## src/rtl/core_ctrl_sequencer.sv

```systemverilog
// ============================================================================
// Module      : core_ctrl_sequencer
// Description : CPU control sequencer. Micro-cycle FSM, LDM/STM register-list
//               pop and ALU/shifter operand selection. Optional macro
//               CTRL_MUL_WAIT_EN enables the multiply wait state.
// Revision    : 1.0 - initial release
// ============================================================================
`default_nettype none

module core_ctrl_sequencer (
  input  logic        clk,
  input  logic        rst,
  input  logic        exception,
  input  logic        shift_by_reg,
  input  logic        ldst,
  input  logic        ldst_writeback,
  input  logic        mul,
  input  logic        mem_ready,
  input  logic        mul_ready,
  input  logic        increment,
  input  logic [15:0] mem_regs,
  input  logic        snd_is_imm,
  input  logic [11:0] data_imm,
  input  logic [5:0]  data_shift_imm,
  input  logic        ra_is_pc,
  input  logic        rb_is_pc,
  input  logic [29:0] pc_visible,
  input  logic [31:0] rd_value_a,
  input  logic [31:0] rd_value_b,
  input  logic [31:0] saved_base,
  output logic [2:0]  cycle,
  output logic [2:0]  next_cycle,
  output logic        stall,
  output logic        pop_valid,
  output logic [3:0]  popped,
  output logic [15:0] next_regs,
  output logic [31:0] alu_a,
  output logic [31:0] alu_b,
  output logic [7:0]  shifter_shift
);

  typedef enum logic [2:0] {
    ST_ISSUE             = 3'd0,
    ST_RD_INDIRECT_SHIFT = 3'd1,
    ST_WITH_SHIFT        = 3'd2,
    ST_TRANSFER          = 3'd3,
    ST_BASE_WRITEBACK    = 3'd4,
    ST_EXCEPTION         = 3'd5,
    ST_MUL               = 3'd6
  } state_t;

  localparam logic [31:0] c_FOUR = 32'd4;

  state_t      r_cycle;
  state_t      w_next;
  logic        r_after_shift;
  logic [3:0]  w_pop_idx;
  logic [7:0]  w_shift;
  logic [31:0] w_pc_word;

  assign w_pc_word = {pc_visible, 2'b00};

`ifndef CTRL_MUL_WAIT_EN
  // Multiplies complete in one cycle here, so these inputs have no effect.
  logic w_unused_mul;
  assign w_unused_mul = &{1'b0, mul, mul_ready};
`endif

  // Shift amount feeds the ISSUE decision as well as the shifter.
  always_comb begin
    w_shift = {2'b00, data_shift_imm};
    if (r_cycle == ST_RD_INDIRECT_SHIFT) begin
      w_shift = rd_value_b[7:0];
    end
  end

  always_comb begin
    w_next = ST_ISSUE;
    case (r_cycle)
      ST_ISSUE: begin
        if (exception)              w_next = ST_EXCEPTION;
        else if (shift_by_reg)      w_next = ST_RD_INDIRECT_SHIFT;
        else if (w_shift != 8'd0)   w_next = ST_WITH_SHIFT;
        else if (ldst)              w_next = ST_TRANSFER;
`ifdef CTRL_MUL_WAIT_EN
        else if (mul)               w_next = ST_MUL;
`endif
        else                        w_next = ST_ISSUE;
      end
      ST_RD_INDIRECT_SHIFT: w_next = ST_WITH_SHIFT;
      ST_WITH_SHIFT: begin
        if (ldst)                   w_next = ST_TRANSFER;
`ifdef CTRL_MUL_WAIT_EN
        else if (mul)               w_next = ST_MUL;
`endif
        else                        w_next = ST_ISSUE;
      end
      ST_TRANSFER: begin
        if (!mem_ready || pop_valid) w_next = ST_TRANSFER;
        else if (ldst_writeback)     w_next = ST_BASE_WRITEBACK;
        else                         w_next = ST_ISSUE;
      end
      ST_BASE_WRITEBACK: w_next = ST_ISSUE;
      ST_EXCEPTION:      w_next = ST_ISSUE;
`ifdef CTRL_MUL_WAIT_EN
      ST_MUL:            w_next = mul_ready ? ST_ISSUE : ST_MUL;
`endif
      default:           w_next = ST_ISSUE;
    endcase
  end

  // The flag marks the ISSUE cycle that directly follows a WITH_SHIFT.
  always_ff @(posedge clk or posedge rst) begin
    if (rst) begin
      r_cycle       <= ST_ISSUE;
      r_after_shift <= 1'b0;
    end else begin
      r_cycle       <= w_next;
      r_after_shift <= (r_cycle == ST_WITH_SHIFT);
    end
  end

  // Last match wins: scan order picks lowest (ascending) or highest bit.
  always_comb begin
    w_pop_idx = 4'd0;
    if (increment) begin
      for (int i = 15; i >= 0; i--) begin
        if (mem_regs[i]) w_pop_idx = 4'(i);
      end
    end else begin
      for (int i = 0; i < 16; i++) begin
        if (mem_regs[i]) w_pop_idx = 4'(i);
      end
    end
  end

  always_comb begin
    alu_a = rd_value_a;
    if (r_cycle == ST_TRANSFER || r_cycle == ST_BASE_WRITEBACK) begin
      alu_a = saved_base;
    end else if (ra_is_pc) begin
      alu_a = w_pc_word;
    end
  end

  always_comb begin
    alu_b = rd_value_b;
    if (r_cycle == ST_TRANSFER || r_cycle == ST_EXCEPTION) begin
      alu_b = c_FOUR;
    end else if (r_cycle == ST_WITH_SHIFT || (r_cycle == ST_ISSUE && r_after_shift)) begin
      alu_b = saved_base;
    end else if (snd_is_imm) begin
      alu_b = {20'd0, data_imm};
    end else if (rb_is_pc) begin
      alu_b = w_pc_word;
    end
  end

  assign cycle         = r_cycle;
  assign next_cycle    = w_next;
  assign stall         = (w_next != ST_ISSUE);
  assign pop_valid     = |mem_regs;
  assign popped        = w_pop_idx;
  assign next_regs     = mem_regs & ~(16'd1 << w_pop_idx);
  assign shifter_shift = w_shift;

endmodule

`default_nettype wire

```

## config.mk

```make
export PLATFORM = sky130hd
export DESIGN_NAME = core_ctrl_sequencer
export DESIGN_NICKNAME = d
export VERILOG_FILES = /design/src/rtl/core_ctrl_sequencer.sv
export SDC_FILE = /design/constraint.sdc
export NUM_CORES = 1
export LEC_CHECK = 0
export CORE_AREA = 2 2 107 109
export DETAILED_ROUTE_END_ITERATION = 8
export DIE_AREA = 0 0 109 111
export PLACE_DENSITY = 0.68
export SLEW_MARGIN = 30
export SYNTH_ARGS = -nofsm -noshare
export SYNTH_HDL_FRONTEND = slang
export SYNTH_SLANG_ARGS = --single-unit
```

## constraint.sdc

```tcl
create_clock -name clk -period 4.4 [get_ports clk]
set_input_delay 0.88 -clock clk [delete_from_list [all_inputs] [get_ports clk]]
set_output_delay 0.88 -clock clk [all_outputs]
set_load 0.02 [all_outputs]
```

Yosys cells after proc, flatten, opt, wreduce, memory -nomap -nowiden
Cells that the tools add are included.
{"block": "word_totals", "register_bits": 4, "input_bits": 173, "out_inout_bits": 100, "wordCells": 66}
{"block": "classes", "eq_ne": 5, "n_shift": 1, "n_mux": 46, "n_bitwise": 2, "n_reduce_logical": 10}
{"cell": "2-to-1 mux 32 bit", "n": 6}
{"cell": "2-to-1 mux 4 bit", "n": 31}
{"cell": "AND 16 bit", "n": 1}
{"cell": "inverter 16 bit", "n": 1}
{"cell": "OR reduction 16 bit", "n": 1}
{"cell": "<< shifter 1 x 4 -> 16 bit (first input constant)", "n": 1}
{"cell": "case mux 3 bit (4 select lines)", "n": 1}
{"cell": "2-to-1 mux 3 bit", "n": 3}
{"cell": "2-to-1 mux 8 bit", "n": 1}
{"cell": "nonzero test 8 bit", "n": 1}
{"cell": "== test 3 x 2 -> 1 bit (second input constant)", "n": 2}
{"cell": "== test 3 bit (second input constant)", "n": 2}
{"cell": "2-to-1 mux 2 bit", "n": 3}
{"cell": "logical OR 1 bit", "n": 4}
{"cell": "== test 3 x 1 -> 1 bit (second input constant)", "n": 1}
{"cell": "logical NOT 3 bit", "n": 1}
{"cell": "nonzero test 3 bit", "n": 1}
{"cell": "logical AND 1 bit", "n": 1}
{"cell": "logical NOT 1 bit", "n": 1}
{"cell": "2-to-1 mux 1 bit", "n": 1}

Logic depth before layout (Yosys ltp)
{"block": "depth", "word_depth": 20, "mapped_depth": 8}

Worst setup path before layout
Ideal clock, no wire load.
{"block": "synth_path", "kind": "input to output", "start": "in mem_regs[5]", "end": "out stall", "arrival_time_ns": 2.597, "required_time_ns": 3.520, "slack_ns": 0.923, "stages": 6, "path_cell_list": "buf_2 nor4_1 nand4_2 or4_4 a21oi_4 or3_1"}
{"block": "synth_between", "elab_chain_cells": 5}
{"item": "from (decl)", "line_no": "21", "source": "input logic [15:0] mem_regs,"}
{"item": "OR reduction 16 bit", "line_no": "162", "source": "assign pop_valid = |mem_regs;"}
{"item": "named net pop_valid", "line_no": "34", "source": "output logic pop_valid,"}
{"item": "logical OR 1 bit", "line_no": "99", "source": "if (!mem_ready || pop_valid) w_next = ST_TRANSFER;"}
{"item": "2-to-1 mux 3 bit", "line_no": "99"}
{"item": "case mux 3 bit (4 select lines)", "line_no": "79", "source": "case (r_cycle)"}
{"item": "named net next_cycle[2]", "line_no": "32", "source": "output logic [2:0] next_cycle,"}
{"item": "nonzero test 3 bit", "line_no": "161", "source": "assign stall = (w_next != ST_ISSUE);"}
{"item": "to (decl)", "line_no": "33", "source": "output logic stall,"}
The timed path passes the listed nets, and every way through them passes these cells.

Worst setup path after layout
{"block": "layout_path", "start": "in mem_regs[7]", "end": "out next_regs[3]"}
{"block": "layout_between", "elab_chain_cells": 13, "elab_cells_between_ends": 21, "cone_classes": "1 x shift; 18 x mux; 2 x bitwise"}
{"item": "2-to-1 mux 4 bit (9 in series)", "line_no": "132", "source": "if (mem_regs[i]) w_pop_idx = 4'(i);"}
{"item": "2-to-1 mux 4 bit *", "line_no": "126", "source": "if (increment) begin"}
{"item": "<< shifter 1 x 4 -> 16 bit *", "line_no": "164", "source": "assign next_regs = mem_regs & ~(16'd1 << w_pop_idx);"}
{"item": "inverter 16 bit *", "line_no": "164"}
{"item": "AND 16 bit *", "line_no": "164"}
{"item": "to (decl)", "line_no": "36", "source": "output logic [15:0] next_regs,"}
Mark *: on every way between the ends. The rest lies on a longest branch, timed or not.

==> summary.txt <==
Critical path
  – Crit end category: output pin
  – Maximum fanout along the worst path: 5
  – Worst EP arrival: 3.44 ns
  – Worst-path cell with the longest stage delay: clkdlybuf4s50_1
  – Crit start category: input pin
  – Critical path class: input pin to output pin
  – CP max stage delay: approximately 0.54 ns
  – R2R setup slack: 2.93 ns
  – Crit-path most repeated cell: clkdlybuf4s50_1
  – CP bufs+invs: 3
  – Critical Path Stages: 8
  – Worst r2r path cells: 3
  – Required time worst endpoint: 3.52 ns
  – Crit path max-delay family: buffers and inverters
  – CP Cell Sequence: clkdlybuf4s50_1 > buf_4 > or4_1 > o21ai_1 > a22oi_1 > or2_1 > o31a_1 > clkdlybuf4s50_1

Synthesis
  – Main combinational cell family by area after synthesis: compound AO/OA/AOI/OAI gates
  – Synth Area in Adders: 0%
  – #FFs+latches synth: 4
  – Top cell type's share of synthesized area: 24.3%
  – YS warnings: 0
  – Compound-gate portion of the synthesized area: 30.9%
  – Post-Syn Area: 2470 um2
  – Post-synthesis sequential area ratio: between 4 and 5%
  – Mux contribution to synthesized area: 27.1%
  – Synth Area in XOR/XNOR: 0.355%
  – Synth unique cells: 54
  – Ranking of synthesized cells by area: mux2i_1 24%, nand2_1 9.9%, o21ai_0 8.7%
  – Cells after Synth: 392
  – Synthesized area per cell: about 6.3 um2
  – Syn_nets: about 570
  – Simple-gate share of the synthesized area: 30.4%
  – Largest area contributor in the netlist: mux2i_1

CTS
  – Clock slew at reported path FFs: 0.03 ns
  – Clock Sinks: 4
  – H-Tree Depth: 1
  – Root Buffer: clkbuf_16
  – Cts hold-fix bufs: 0
  – CTS tree: done
  – Post-cts sizing count: 0
  – Clk_lat worst skew: 0.22 ns
  – Total setup buffers inserted after CTS: 0
  – Worst-case clock buffer depth: 2
  – TritonCTS Buffers: 3

Timing
  – Setup tns final: 0 ns
  – Min Tclk post-route: around 4.3 ns
  – FMAX: 232 MHz
  – Max Slew Vio Count: 0
  – Hold Fails Final Rpt: 0
  – Slew @ Worst Pin: ~0.71 ns
  – Clock skew: 0.00294 ns
  – Final setup violation count: 0
  – Min Hold Slack: roughly 0.72 ns
  – RSZ-0062 raised after global routing: true
  – Slew HR: a little over half
  – Setup ws final: 0.0807 ns
  – Fin crit share: 98.2%

Global routing
  – Antenna violations before repair: 0
  – Vias in the first global route: around 4,000
  – First-pass GRT wire length: 20,500 um
  – Largest net degree at the start of global routing: 39
  – GRT Resource Usage Total: 20.9%
  – Total grt overflow: 0

Route
  – Routed len/inst: approximately 17 um
  – DRC viols: 0
  – Initial DRT Pass Iterations: 5
  – Iter 0 DRT Violations: 212
  – Avg Vias per Cell: 5.00
  – Total number of vias: 3,981
  – Routed wire length: between 10,000 and 15,000 um
  – ANT nets after route: 0

Placed design
  – Pre-CTS setup slack: approximately 0.033 ns
  – Dpl hpwl: 11,100 um
  – IO buf count: 270
  – Placed cell count: ~790
  – Post-Place Cell Area: around 5400 um2
  – Final GP Congestion: 0.883

Final layout
  – Post-route cell area: between 5000 and 6000 um2
  – Commonest non-fill, non-tap cell in the layout: clkdlybuf4s50_1
  – Final core occ: 49.6%
  – Commonest non-fill, non-tap cells in the layout: 259 x clkdlybuf4s50_1, 65 x nand2_1, 60 x mux2i_1, 42 x o21ai_0, 38 x nor2_1
  – # diodes: 0
  – Syn-to-layout area delta: 123%
  – Non-Filler Instances: 796
  – Nets@finish: 828
  – Layout cells sized above 1: 7.96%

Die
  – Die area: 12,100 um2
  – Die Y-Extent: 111 um
  – Core area: 11,100 um2
  – IO Pins: 273
  – Initial Util: 22.3%
  – Num rows: 39
  – Chip Width: 109 um

Pwr
  – Leakage: 2.25 nW
  – Max IR drop VDD: 0.000315 V
  – Power, Total: 2.27 mW
  – Pwr dens: between 400 and 500 nW/um2

Status
  – Outcome: complete, no violations

Job
  – Total of max-cap violations: 0

Min path
  – Hold Path Stages: 1
  – Hold Path Class: flip-flop to flip-flop
[registers in the layout, indices dropped and copies added (netlist names)]
register,cells
r_after_shift,1
cycle,3
[final cells by class]
class / instances / area (um2)
Tap cell: 143 / 179
Multi-Input combinational cell: 345 / 2220
Inverter: 9 / 35.0
Fill cell: 1114 / 5580
Timing Repair Buffer: 292 / 2890
Clock buffer: 3 / 75.1
Sequential cell: 4 / 100
[path summary, 6_finish.rpt]
check,end,startpoint
max,next_regs[3],mem_regs[7]
min,cycle[2],cycle[2]
max reg2reg,cycle[2],cycle[1]
min reg2reg,cycle[2],cycle[2]
max in group asynchronous,cycle[1],rst
min in group asynchronous,cycle[2],rst
[worst register-to-register path: stages, from the launching register on]
cell     delay [ns]
dfrtp_1        0.57
nand2_1        0.20
or4_4          0.46
a21oi_4        0.15
[power by group]
group          switching, mW  internal, mW
Clock                 0.0255         0.116
Sequential            0.0229        0.0484
Combinational           1.14         0.921
Total                   1.19          1.09
[Yosys cell counts, drive strengths merged]
cell type / count
nand2: 65
mux2i: 60
o21ai: 47
nor2: 39
a21oi: 34
clkbuf: 27
nor3: 24
o31a: 16
inv: 8
buf: 7
nand2b: 7
mux2: 6
nor4: 6
dfrtp: 4
a211oi: 3
a221oi: 3
and2: 3
or2: 3
or4: 3
a22oi: 2
nor3b: 2
o21a: 2
o31ai: 2
a211o: 1
a221o: 1
a22o: 1
a31o: 1
a31oi: 1
and3: 1
clkinv: 1
nand3: 1
nand4: 1
nor2b: 1
o21bai: 1
o221ai: 1
o22ai: 1
o2bb2ai: 1
o311ai: 1
o41ai: 1
or3: 1
or4b: 1
xnor2: 1
[cell families after synthesis]
family	count (synthesis)
XOR/XNOR	1
AND/OR/NAND/NOR	158
multiplexers	66
flip-flops	4
buffers and inverters	43
AO/OA/AOI/OAI	120
[metal layers]
layer / wire length, um / part of all wire (%) / track usage (%) / vias up
met4: 182 / 1.3 / 2.99 / 0
met3: 982 / 7.2 / 3.35 / 14
met5: 0 / 0 / 0 / -
met1: 5300 / 39 / 24.2 / 1852
met2: 7200 / 53 / 40.0 / 157
li1: - / - / - / 1958
No activity file was read; power rests on OpenSTA's default activity.
